`src/rtl/irq_cycle_timer_pkg.sv`:
```
// Shared definitions for the M2-cycle IRQ timer used by mapper modules
// (106, FME-7/69, Bandai FCG and similar). Holds the register-select and
// save-state address maps, control bit positions and the legal counter widths.
// Optional prescaler support is selected with the IRQ_PRESCALER_EN macro.
package irq_cycle_timer_pkg;

    // Register select decoded by the owning mapper
    typedef enum logic [2:0] {
        REG_RLD0   = 3'd0,
        REG_RLD1   = 3'd1,
        REG_RLD2   = 3'd2,
        REG_CTRL   = 3'd3,
        REG_ACK    = 3'd4,
        REG_STOP   = 3'd5,
        REG_RELOAD = 3'd6,
        REG_RSVD   = 3'd7
    } reg_sel_e;

    // Save-state byte addresses
    typedef enum logic [2:0] {
        SS_CNT0  = 3'd0,
        SS_CNT1  = 3'd1,
        SS_CNT2  = 3'd2,
        SS_RLD0  = 3'd3,
        SS_RLD1  = 3'd4,
        SS_RLD2  = 3'd5,
        SS_FLAGS = 3'd6,
        SS_PRE   = 3'd7
    } ss_addr_e;

    // Control register bit positions
    localparam int CTRL_EN   = 0;
    localparam int CTRL_AR   = 1;
    localparam int CTRL_DIR  = 2;
    localparam int CTRL_PSEL = 4;

    // Flag byte layout in save-state: {irq, enable, autoreload, dir, psel, 3'b0}
    localparam int FLG_IRQ  = 7;
    localparam int FLG_EN   = 6;
    localparam int FLG_AR   = 5;
    localparam int FLG_DIR  = 4;
    localparam int FLG_PSEL = 3;

    // Legal counter widths
    localparam int CNT_W_8  = 8;
    localparam int CNT_W_16 = 16;
    localparam int CNT_W_24 = 24;

    function automatic bit cnt_w_legal(input int w);
        return (w == CNT_W_8) || (w == CNT_W_16) || (w == CNT_W_24);
    endfunction

endpackage

```
`src/rtl/irq_prescaler.sv`:
```
// 4-bit divide-by-16 prescaler for irq_cycle_timer. Produces a wrap pulse on
// the cycle where it increments from 15 to 0. Only built when the
// IRQ_PRESCALER_EN macro is defined; otherwise this file contributes nothing.
`ifdef IRQ_PRESCALER_EN
module irq_prescaler (
    input  logic       m2,
    input  logic       rst,
    input  logic       clr,
    input  logic       load,
    input  logic [3:0] load_val,
    input  logic       inc,
    output logic [3:0] val,
    output logic       wrap
);

    logic [3:0] pre_q;

    assign val  = pre_q;
    // Wrap is combinational so the counter can step on the same edge
    assign wrap = inc && (pre_q == 4'hF);

    // Prescaler state: reset, save-state load, clear on reload, else count
    always_ff @(negedge m2) begin
        if (rst) begin
            pre_q <= 4'h0;
        end else if (load) begin
            pre_q <= load_val;
        end else if (clr) begin
            pre_q <= 4'h0;
        end else if (inc) begin
            pre_q <= pre_q + 4'h1;
        end
    end

endmodule
`endif

```
`src/rtl/irq_cycle_timer.sv`:
```
// Configurable M2-cycle IRQ timer embedded inside mapper modules. The mapper
// decodes its own addresses into reg_sel and routes irq onward.
// All state changes on the falling edge of m2; map_rst is synchronous.
// Optional feature macro: IRQ_PRESCALER_EN adds a divide-by-16 prescaler
// selected by control bit 4.
module irq_cycle_timer
    import irq_cycle_timer_pkg::*;
#(
    parameter int CNT_W      = 16,
    parameter bit ARM_ON_MSB = 1'b1,
    parameter bit DIR_DEF    = 1'b0
) (
    input  logic             m2,
    input  logic             map_rst,
    input  logic             reg_we,
    input  logic [2:0]       reg_sel,
    input  logic [7:0]       reg_dat,
    input  logic             ss_act,
    input  logic             ss_we,
    input  logic [2:0]       ss_addr,
    input  logic [7:0]       ss_wdat,
    output logic [7:0]       ss_rdat,
    output logic [CNT_W-1:0] cnt,
    output logic             irq
);

    localparam int NB      = CNT_W / 8;
    localparam int MSB_IDX = NB - 1;
    localparam logic [CNT_W-1:0] ONE = CNT_W'(1);

    if (!cnt_w_legal(CNT_W)) begin : g_bad_width
        $error("irq_cycle_timer: CNT_W must be 8, 16 or 24");
    end

    logic [CNT_W-1:0] cnt_q;
    logic [CNT_W-1:0] rld_q;
    logic             irq_q;
    logic             en_q;
    logic             ar_q;
    logic             dir_q;
    logic             psel_q;

    logic             reg_act;
    logic             ss_wr;
    logic             run;
    logic             step;
    logic             term;
    logic             rld_hit;
    logic [CNT_W-1:0] cnt_nxt;

    // Save-state freezes register writes and counting
    assign reg_act = reg_we && !ss_act;
    assign ss_wr   = ss_act && ss_we;
    assign run     = en_q && !reg_we && !ss_act;

    // Reload byte writes only land on bytes that exist at this width
    assign rld_hit = (reg_sel <= REG_RLD2) && (int'(reg_sel) < NB);

    assign term    = dir_q ? (cnt_q == '0) : (cnt_q == '1);
    assign cnt_nxt = dir_q ? (cnt_q - ONE) : (cnt_q + ONE);

`ifdef IRQ_PRESCALER_EN
    logic [3:0] pre_val;
    logic       pre_wrap;
    logic       pre_clr;
    logic       pre_load;

    assign pre_clr  = reg_act && (rld_hit || (reg_sel == REG_RELOAD));
    assign pre_load = ss_wr && (ss_addr == SS_PRE);

    irq_prescaler u_prescaler (
        .m2       (m2),
        .rst      (map_rst),
        .clr      (pre_clr),
        .load     (pre_load),
        .load_val (ss_wdat[3:0]),
        .inc      (run),
        .val      (pre_val),
        .wrap     (pre_wrap)
    );

    // With psel set the counter only advances when the prescaler wraps
    assign step = run && (!psel_q || pre_wrap);

    // Prescale-select bit, writable from control register and save-state
    always_ff @(negedge m2) begin
        if (map_rst) begin
            psel_q <= 1'b0;
        end else if (ss_wr && (ss_addr == SS_FLAGS)) begin
            psel_q <= ss_wdat[FLG_PSEL];
        end else if (reg_act && (reg_sel == REG_CTRL)) begin
            psel_q <= reg_dat[CTRL_PSEL];
        end
    end
`else
    assign psel_q = 1'b0;
    assign step   = run;
`endif

    // Timer state: reset, save-state writes, register writes, then count step
    always_ff @(negedge m2) begin
        if (map_rst) begin
            cnt_q <= '0;
            rld_q <= '0;
            irq_q <= 1'b0;
            en_q  <= 1'b0;
            ar_q  <= 1'b0;
            dir_q <= DIR_DEF;
        end else if (ss_act) begin
            if (ss_we) begin
                for (int b = 0; b < NB; b++) begin
                    if (int'(ss_addr) == int'(SS_CNT0) + b) begin
                        cnt_q[8*b +: 8] <= ss_wdat;
                    end
                    if (int'(ss_addr) == int'(SS_RLD0) + b) begin
                        rld_q[8*b +: 8] <= ss_wdat;
                    end
                end
                if (ss_addr == SS_FLAGS) begin
                    irq_q <= ss_wdat[FLG_IRQ];
                    en_q  <= ss_wdat[FLG_EN];
                    ar_q  <= ss_wdat[FLG_AR];
                    dir_q <= ss_wdat[FLG_DIR];
                end
            end
        end else if (reg_act) begin
            case (reg_sel)
                REG_RLD0, REG_RLD1, REG_RLD2: begin
                    for (int b = 0; b < NB; b++) begin
                        if (int'(reg_sel) == b) begin
                            rld_q[8*b +: 8] <= reg_dat;
                            cnt_q[8*b +: 8] <= reg_dat;
                            if (ARM_ON_MSB && (b == MSB_IDX)) begin
                                en_q <= 1'b1;
                            end
                        end
                    end
                end
                REG_CTRL: begin
                    en_q  <= reg_dat[CTRL_EN];
                    ar_q  <= reg_dat[CTRL_AR];
                    dir_q <= reg_dat[CTRL_DIR];
                end
                REG_ACK: begin
                    irq_q <= 1'b0;
                end
                REG_STOP: begin
                    irq_q <= 1'b0;
                    en_q  <= 1'b0;
                    cnt_q <= '0;
                end
                REG_RELOAD: begin
                    cnt_q <= rld_q;
                end
                default: begin
                end
            endcase
        end else if (step) begin
            if (term) begin
                irq_q <= 1'b1;
                if (ar_q) begin
                    cnt_q <= rld_q;
                end else begin
                    // One-shot: wrap naturally and stop
                    cnt_q <= cnt_nxt;
                    en_q  <= 1'b0;
                end
            end else begin
                cnt_q <= cnt_nxt;
            end
        end
    end

    // Save-state read mux; bytes absent at this width read as FF
    always_comb begin
        ss_rdat = 8'hFF;
        for (int b = 0; b < NB; b++) begin
            if (int'(ss_addr) == int'(SS_CNT0) + b) begin
                ss_rdat = cnt_q[8*b +: 8];
            end
            if (int'(ss_addr) == int'(SS_RLD0) + b) begin
                ss_rdat = rld_q[8*b +: 8];
            end
        end
        if (ss_addr == SS_FLAGS) begin
            ss_rdat = {irq_q, en_q, ar_q, dir_q, psel_q, 3'b000};
        end
`ifdef IRQ_PRESCALER_EN
        if (ss_addr == SS_PRE) begin
            ss_rdat = {4'h0, pre_val};
        end
`endif
    end

    assign cnt = cnt_q;
    assign irq = irq_q;

endmodule
```
`config.mk`:
```
export PLATFORM = sky130hd
export DESIGN_NAME = irq_cycle_timer
export DESIGN_NICKNAME = d
export VERILOG_FILES = /design/src/rtl/irq_cycle_timer_pkg.sv /design/src/rtl/irq_prescaler.sv /design/src/rtl/irq_cycle_timer.sv
export SDC_FILE = /design/constraint.sdc
export NUM_CORES = 1
export LEC_CHECK = 0
export ABC_CLOCK_PERIOD_IN_PS = 5750
export BUFFER_PORTS_ARGS = -buffer_cell sky130_fd_sc_hd__buf_2
export CAP_MARGIN = 20
export CELL_PAD_IN_SITES_DETAIL_PLACEMENT = 0
export CELL_PAD_IN_SITES_GLOBAL_PLACEMENT = 1
export CORE_ASPECT_RATIO = 1.75
export CORE_MARGIN = 1
export CORE_UTILIZATION = 46
export CTS_CLUSTER_DIAMETER = 50
export DETAILED_ROUTE_END_ITERATION = 6
export PLACE_DENSITY = 0.95
export SLEW_MARGIN = 30
export SYNTH_ARGS = -nofsm -noshare
export SYNTH_HDL_FRONTEND = slang
export SYNTH_HIERARCHICAL = 1
export SYNTH_SLANG_ARGS = --single-unit
```
`constraint.sdc`:
```
create_clock -name m2 -period 5.75 [get_ports m2]
set_clock_uncertainty 0.05 [all_clocks]
set_input_delay 1.15 -clock m2 [delete_from_list [all_inputs] [get_ports m2]]
set_output_delay 1.15 -clock m2 [all_outputs]
set_load 0.02 [all_outputs]
```
# After elaboration in Yosys (flattened, before gate mapping)
# Index checks and enable logic that the tools add are counted.
dict set report word_totals {
  reg_bits 36
  wordCells 109
}
dict set report op_classes {
  add_sub_neg 2
  n_eq_ne 24
  muxes 50
  n_reduce_logical 25
}
# op n
set ops {}
lappend ops {{2-to-1 mux 16 bit} 11}
lappend ops {{2-to-1 mux 8 bit} 11}
lappend ops {{case mux 16 bit (3 select lines)} 1}
lappend ops {{2-to-1 mux 1 bit} 26}
lappend ops {{AND reduction 5 bit} 5}
lappend ops {{equality test 3 bit (second input constant)} 6}
lappend ops {{adder 16 x 1 -> 16 bit (second input constant)} 1}
lappend ops {{equality test 16 bit (second input constant)} 1}
lappend ops {{zero test 16 bit} 1}
lappend ops {{subtractor 16 x 1 -> 16 bit (second input constant)} 1}
lappend ops {{equality test 3 x 2 -> 1 bit (second input constant)} 4}
lappend ops {{inequality test 2 x 1 -> 1 bit (second input constant)} 6}
lappend ops {{inequality test 5 x 2 -> 1 bit (second input constant)} 2}
lappend ops {{nonzero test 2 bit} 5}
lappend ops {{zero test 3 bit} 3}
lappend ops {{inequality test 4 bit (second input constant)} 2}
lappend ops {{AND reduction 7 bit} 1}
lappend ops {{nonzero test 3 bit} 2}
lappend ops {{AND reduction 4 bit} 1}
lappend ops {{equality test 3 x 1 -> 1 bit (second input constant)} 1}
lappend ops {{logical AND 1 bit} 3}
lappend ops {{inequality test 3 x 2 -> 1 bit (second input constant)} 1}
lappend ops {{inequality test 3 bit (second input constant)} 1}
lappend ops {{case mux 1 bit (3 select lines)} 1}
lappend ops {{other kinds (3)} 4}

# Longest topological paths before layout
# Gate-level depths: netlist (run 1).
dict set report depth {
  word_depth 7
  ltp_mapped 8
  ltp_nobuf 7
}

==> results of run 1 <==
## logic make-up (layout without fill, tap and decap cells)
group                    Yosys count  after routing  share of synthesized area, %
adder cells (fa/ha/maj)           15             15                          5.45
AO/OA/AOI/OAI                    189            189                          36.1
AND/OR/NAND/NOR                  173            173                          24.4
XOR/XNOR                           8              8                          1.96
buffers and inverters             53            146                          6.32
flip-flops                        36             36                          20.1
multiplexers                      20             20                          5.62
## cell usage in the layout, fill, tap and decap left out, types with 13 or more instances in the layout
master                     synthesis  routed
sky130_fd_sc_hd__nand3_1          20      20
sky130_fd_sc_hd__ha_1             14      14
sky130_fd_sc_hd__o21ai_0          42      42
sky130_fd_sc_hd__nor3_1           13      13
sky130_fd_sc_hd__buf_2             3      51
sky130_fd_sc_hd__inv_1            21      57
sky130_fd_sc_hd__nor2_1           52      52
sky130_fd_sc_hd__dfxtp_1          36      36
sky130_fd_sc_hd__a21oi_1          48      48
sky130_fd_sc_hd__mux2i_1          19      19
sky130_fd_sc_hd__a211oi_1         14      14
sky130_fd_sc_hd__buf_4             6      30
sky130_fd_sc_hd__nand2_1          32      32
## layout make-up
| cell class | instances | area share [%] |
|---|---|---|
| clock buffers | 5 | 2.90 |
| clock inverters | 39 | 3.53 |
| inverters | 20 | 1.74 |
| multi-input cells | 405 | 61.0 |
| flip-flops and latches | 36 | 16.7 |
| well taps | 88 | 2.55 |
| repair buffers | 82 | 11.6 |
## power by group
part	internal, mW	switching (mW)
clock network	0.192	0.177
logic	0.109	0.177
registers	0.267	0.0247
## state kept, by name, indices dropped and copies added (netlist names)
register  cells
cnt          16
en_q          1
dir_q         1
ar_q          1
rld_q        16
irq           1
## worst min-delay path: cells and delay by family, from the launching register on
| family | cells | cell delay, ps |
|---|---|---|
| AO/OA/AOI/OAI | 1 | 60 |
| flip-flops | 1 | 300 |
| AND/OR/NAND/NOR | 1 | 100 |
## per-stage QoR
step	hold WS, ps	TNS (ps)	instance area [um2]
after floorplan	426	0	3580
after global placement	436	0	4050
after detailed placement	451	-25.5	4050
after CTS	461	0	4320
after global routing	471	0	4320
final	461	0	4320
## layer usage
layer | share of wire (%) | vias to the layer above
met5 | 0 | -
met4 | 5.9 | 0
li1 | - | 2050
met1 | 36 | 2029
met3 | 7.7 | 62
met2 | 51 | 261
## path summary, 6_finish.rpt
path	depth (start not counted)	startpoint	end
worst max-delay path	5	cnt[6]	ss_rdat[6]
worst min-delay path	2	rld_q[2]	rld_q[2]
worst max register to register	7	dir_q	cnt[6]
worst min register to register	2	rld_q[2]	rld_q[2]
==> metrics list, run 1 <==
- The run finished with clean final reports.
- GR Util met2: around 53%
* Clock transition time at the flip-flop clock pins of the worst setup and hold paths: around 30 ps
* CTS tree: yes
* Die height: approximately 120 um
- Setup repair after global routing missed its margin: no
- The die covers about 8200 um2.
* Seq/Total Area, Yosys: between 20% and 30%
- Multi-input gate area: ~2600 um2
- Most numerous cell in the Yosys netlist: sky130_fd_sc_hd__nor2_1
- Leftover overflow at the end of global routing: 0
- Detailed placer's ending HPWL: about 9.5 mm
* Via count of the first global-routing pass: approximately 4000
- Largest fanout on the critical path: 6
* Worst Path Required: 4550 ps
- The final layout contains routed wiring with a total length of between 10 and 15 mm.
- Walking the worst path, the cells encountered are nor3_1 > a21oi_1 > nor2_1 > a21oi_1 > buf_2.
- The synthesized design contains 36 register bits.
* DRC Markers: 0
- Of all cell types, the one taking the most synthesized area is sky130_fd_sc_hd__dfxtp_1.
- Post-CTS setup buffer count: 0
- The finished layout holds 675 standard cells, fillers aside.
- Cell leakage power: roughly 1.9 nW
- Final count of pins violating max slew: 0
- The region available for standard cell placement spans 7570 um2.
- Reg2reg setup slack: a little over 3000 ps
- For this run, the total global-route usage over all layers was measured as between 30% and 40%.
- Data arrives at the worst endpoint at between 4000 and 5000 ps.
- Number of enable-type register cells in the synthesized netlist: 0
* Wirelength per Cell: around 19 um
- Maximum buffer depth of the clock tree: 2
* Number of buffers inserted for hold repair after clock tree synthesis: 0
- Port-buffer cells: a little over 50
- Global-route wire length before repair: approximately 20 mm
* Starting density of the core: a little under half
- Buffer type at the clock tree root: sky130_fd_sc_hd__clkbuf_16
- Counting every net in the synthesized netlist gives roughly 540.
- Setup slack closes at ~210 ps.
- Sort of element at the end of the critical path: primary output
- Largest stage delay, worst path: around 500 ps
- Worst Path Buf+Inv: 1
- Number of cells after detailed placement: approximately 630
* Total of fill cells in the finished design: ~730
* Synthesized instance count: 494
* Most area-consuming cells after synthesis: sky130_fd_sc_hd__dfxtp_1 20%, sky130_fd_sc_hd__a21oi_1 6.7%, sky130_fd_sc_hd__o21ai_0 5.9%
- DRT antenna net count: 0
- For the pin with the worst max-slew slack, the measured transition is between 700 and 800 ps.
- Before CTS, the worst setup slack after placement is -25.5 ps.
* Clock network latency to the later pin of the worst-skew pair: ~370 ps
* # setup viols final: 0
* I/O pin total: 52
* Fraction of final layout cells sized beyond drive strength 1: a little under a fifth
* Worst rel slew slack: 46.5%
- Share of the synthesized area in the top cell type: between 20 and 25%
* Critical Path Start Type: flip-flop
- The min-delay analysis places its worst path in the category flip-flop to flip-flop.
* Power consumption: ~950 uW
- Flip-flop cell with the highest count after synthesis: sky130_fd_sc_hd__dfxtp_1
- H-Tree Level Count: 2
- DRT Pass-1 Iters: 7
- The number of clock buffers added by TritonCTS is 5.
* Most numerous cell types in the synthesized netlist: 52 x sky130_fd_sc_hd__nor2_1, 48 x sky130_fd_sc_hd__a21oi_1, 42 x sky130_fd_sc_hd__o21ai_0
- Setup CP Type: flip-flop to primary output
- The synthesized netlist occupies a cell area of roughly 3600 um2.
* Final layout net count: approximately 630
- The clock net in this run drives a total of 36 sinks.
- For this run, the number of Yosys warnings is 6.
- Global routing used a little over a third of the available met1 tracks.
* Area used by sequential logic in the layout: just over 700 um2
- Number of vias after detailed routing: roughly 4400
- The tool flagged a number of max-cap violations equal to 0.
- 0 antenna diodes ended up in the layout.
- Overall die width: roughly 70 um
- The initial antenna violation count was 0.
- After floorplanning, the core was divided into 42 placement rows.
- Number of distinct standard cells referenced by the synthesized netlist: 71
* Cell with the largest stage delay on the worst path: sky130_fd_sc_hd__dfxtp_1
- Layer with the highest usage: met2
- IR analysis of the VDD net gives a maximum drop of 149 uV.
* P per Cell Area: approximately 220 nW/um2
- In this design, the largest share of critical-path delay is due to flip-flops.
- Global routing consumed, on the met3 layer, 5.21% of the routing resources.
- Pin count of the biggest net entering global routing: 32
* Post-Syn Area per Cell: 7.25 um2
* Post-detailed-route via-to-cell ratio: 6.52
* Final weighted congestion in routability-driven placement: ~1.0
- Final count of hold timing violations: 0
- Cells fill a little under three fifths of the core in the end.
* Number of resized instances in the post-cts repair step: 0
* Async set-reset flop share out of synthesis: 0%
- Cell repeated most along the worst path: sky130_fd_sc_hd__a21oi_1
- In this run, the number of DRC markers left after iteration 0 of detailed routing was a little under 400.
* Layout overhead on the synthesized area: 20.6%
No activity file was read; power rests on OpenSTA's default activity.
==> run 2, diff against run 1 <==
--- a/config.mk
+++ b/config.mk
@@ -16,6 +16,7 @@
 export CTS_CLUSTER_DIAMETER = 50
 export DETAILED_ROUTE_END_ITERATION = 6
 export PLACE_DENSITY = 0.95
+export REMOVE_ABC_BUFFERS = 1
 export SLEW_MARGIN = 30
 export SYNTH_ARGS = -nofsm -noshare
 export SYNTH_HDL_FRONTEND = slang
==> metrics list, run 2 (synthesis results as in run 1) <==
* Transition time at the pin with the least slew margin: between 700 and 800 ps
- DRT antenna net count: 0
* Layout overhead on the synthesized area: 22.6%
- Final hold analysis gives a worst-case slack of about 460 ps.
- Setup CP Type: flip-flop to primary output
- Status: finished, final reports clean
- Summed over all cells, the static leakage comes to 1.93 nW.
- Most frequent cells in the layout: 56 x sky130_fd_sc_hd__inv_1, 52 x sky130_fd_sc_hd__nor2_1, 51 x sky130_fd_sc_hd__buf_2
- The worst register-to-register path has a setup slack of 3120 ps.
* Data arrival time of the worst path: around 4400 ps
* Final-layout setup total negative slack: 0 ps
- Post-detailed-route via-to-cell ratio: roughly 6.5
- Final layout net count: 633
- 52 I/O pins were placed.
- Number of max-cap violations: 0
* Worst-case vdd ir drop: 199 uV
- The initial antenna violation count came to 0.
- Number of vias after detailed routing: approximately 4500
- Std cell rows: 42
* Die area: between 8000 and 9000 um2
- Global-route usage over all layers: about a third
- Number of resized instances in the post-cts repair step: 0
- In this run, CTS created clock tree buffers numbering 5.
- Wirelength per Cell: just under 20 um
- The first detailed-routing pass ran for 6 iterations.
* Buffer type at the clock tree root: sky130_fd_sc_hd__clkbuf_16
- The floorplan step set the die width to slightly below 70 um.
- Clock tree synthesis found a total of 36 sinks.
* Clock network latency to the later pin of the worst-skew pair: ~360 ps
- In this run the number of H-tree levels came out at 2.
* Fraction of final layout cells sized beyond drive strength 1: approximately a fifth
* Worst rel slew slack: between 40% and 50%
- Via count of the first global-routing pass: 4285
* Starting density of the core: around 47%
* Total of fill cells in the finished design: approximately 740
* Path depth of the worst reg2reg path: 8
- The first global-routing pass estimated around 21 mm of wire.
* Leftover overflow at the end of global routing: 0
* Worst Path Required: 4550 ps
- Ant. Diodes: 0
- Post-CTS timing repair inserted 0 buffers for setup.
* Detailed placer's ending HPWL: a little under 10 mm
- Buffers inserted to repair hold after CTS numbered 0.
* Maximum buffer depth of the clock tree: 2
- Leading cell type in the layout, fill and taps excluded: sky130_fd_sc_hd__inv_1
- DRC Markers: 0
- After detailed routing, the total wire length is 13.1 mm.
- Along the worst path, the maximum fanout reaches 6.
* Final count of pins violating max slew: 0
- STA classifies the critical path endpoint as a primary output.
* P per Cell Area: about 240 nW/um2
- Port-buffer cells: 51
* Core Footprint: between 7000 and 8000 um2
- The first routing iteration left 505 violations.
- The worst hold path belongs to the class flip-flop to flip-flop.
- # setup viols final: 0
- Entering global routing, the biggest net connects 30 pins.
- TritonCTS built the clock tree.
- Die height: 119 um
* Setup repair after global routing missed its margin: no
- The worst setup path is launched from a flip-flop.
* Clock transition time at the flip-flop clock pins of the worst setup and hold paths: roughly 50 ps
- Final count of hold timing violations: 0
- Final weighted congestion in routability-driven placement: 0.972
- Counting instances, the worst hold path has a depth of 2.
-- run 2: cell count changes in the layout (fill, tap and decap cells not counted), sizes merged --
cell | previous run | this run
buf | 82 | 87
bufinv | 0 | 2
clkinv | 1 | 0
inv | 57 | 56
-- run 2: path summary, 6_finish.rpt --
path,startpoint,end
hold reg to reg,rld_q[2],rld_q[2]
setup reg to reg,dir_q,cnt[14]
hold / removal,rld_q[2],rld_q[2]
setup / recovery,cnt[13],ss_rdat[5]
-- run 2: critical path, cell delays in order, from the launching register on --
cell	delay, ps
sky130_fd_sc_hd__dfxtp_1	460
sky130_fd_sc_hd__mux2i_1	120
sky130_fd_sc_hd__a21oi_1	150
sky130_fd_sc_hd__nor2_1	50
sky130_fd_sc_hd__a21oi_1	170
sky130_fd_sc_hd__buf_2	200
-- run 2: layout make-up --
| class | count | area [um2] | area share (%) |
|---|---|---|---|
| Multi-Input combinational cell | 405 | 2640 | 60.0 |
| Sequential cell | 36 | 721 | 16.4 |
| Timing Repair Buffer | 87 | 526 | 12.0 |
| Clock inverter | 39 | 200 | 4.56 |
| Clock buffer | 5 | 125 | 2.85 |
| Tap cell | 88 | 110 | 2.51 |
| Inverter | 20 | 75.1 | 1.71 |
-- run 2: through the flow --
step | power [mW] | cells | setup WS, ps | cell area, um2 | utilization, %
detailed placement | 0.615 | 637 | 49.8 | 4070 | 53.8
CTS | 1.04 | 680 | 197 | 4390 | 58.1
global placement | 0.609 | 637 | 119 | 4070 | 53.8
finish | 1.04 | 680 | 165 | 4390 | 58.1
floorplan | 0.494 | 462 | 112 | 3440 | -
global route | 1.10 | 680 | 54.2 | 4390 | 58.1
-- run 2: power by group --
group | leakage, nW | internal (mW) | total, mW | switching [mW]
sequential | 0.294 | 0.267 | 0.293 | 0.0259
clock | 0.282 | 0.281 | 0.457 | 0.176
combinational | 1.36 | 0.110 | 0.288 | 0.178
-- run 2: metal layers --
metal	wire length [um]	vias up	track usage, %
met5	0	-	0
met4	889	0	24.0
met3	888	71	6.18
met2	6750	278	55.3
met1	4560	2043	37.5
li1	-	2060	-
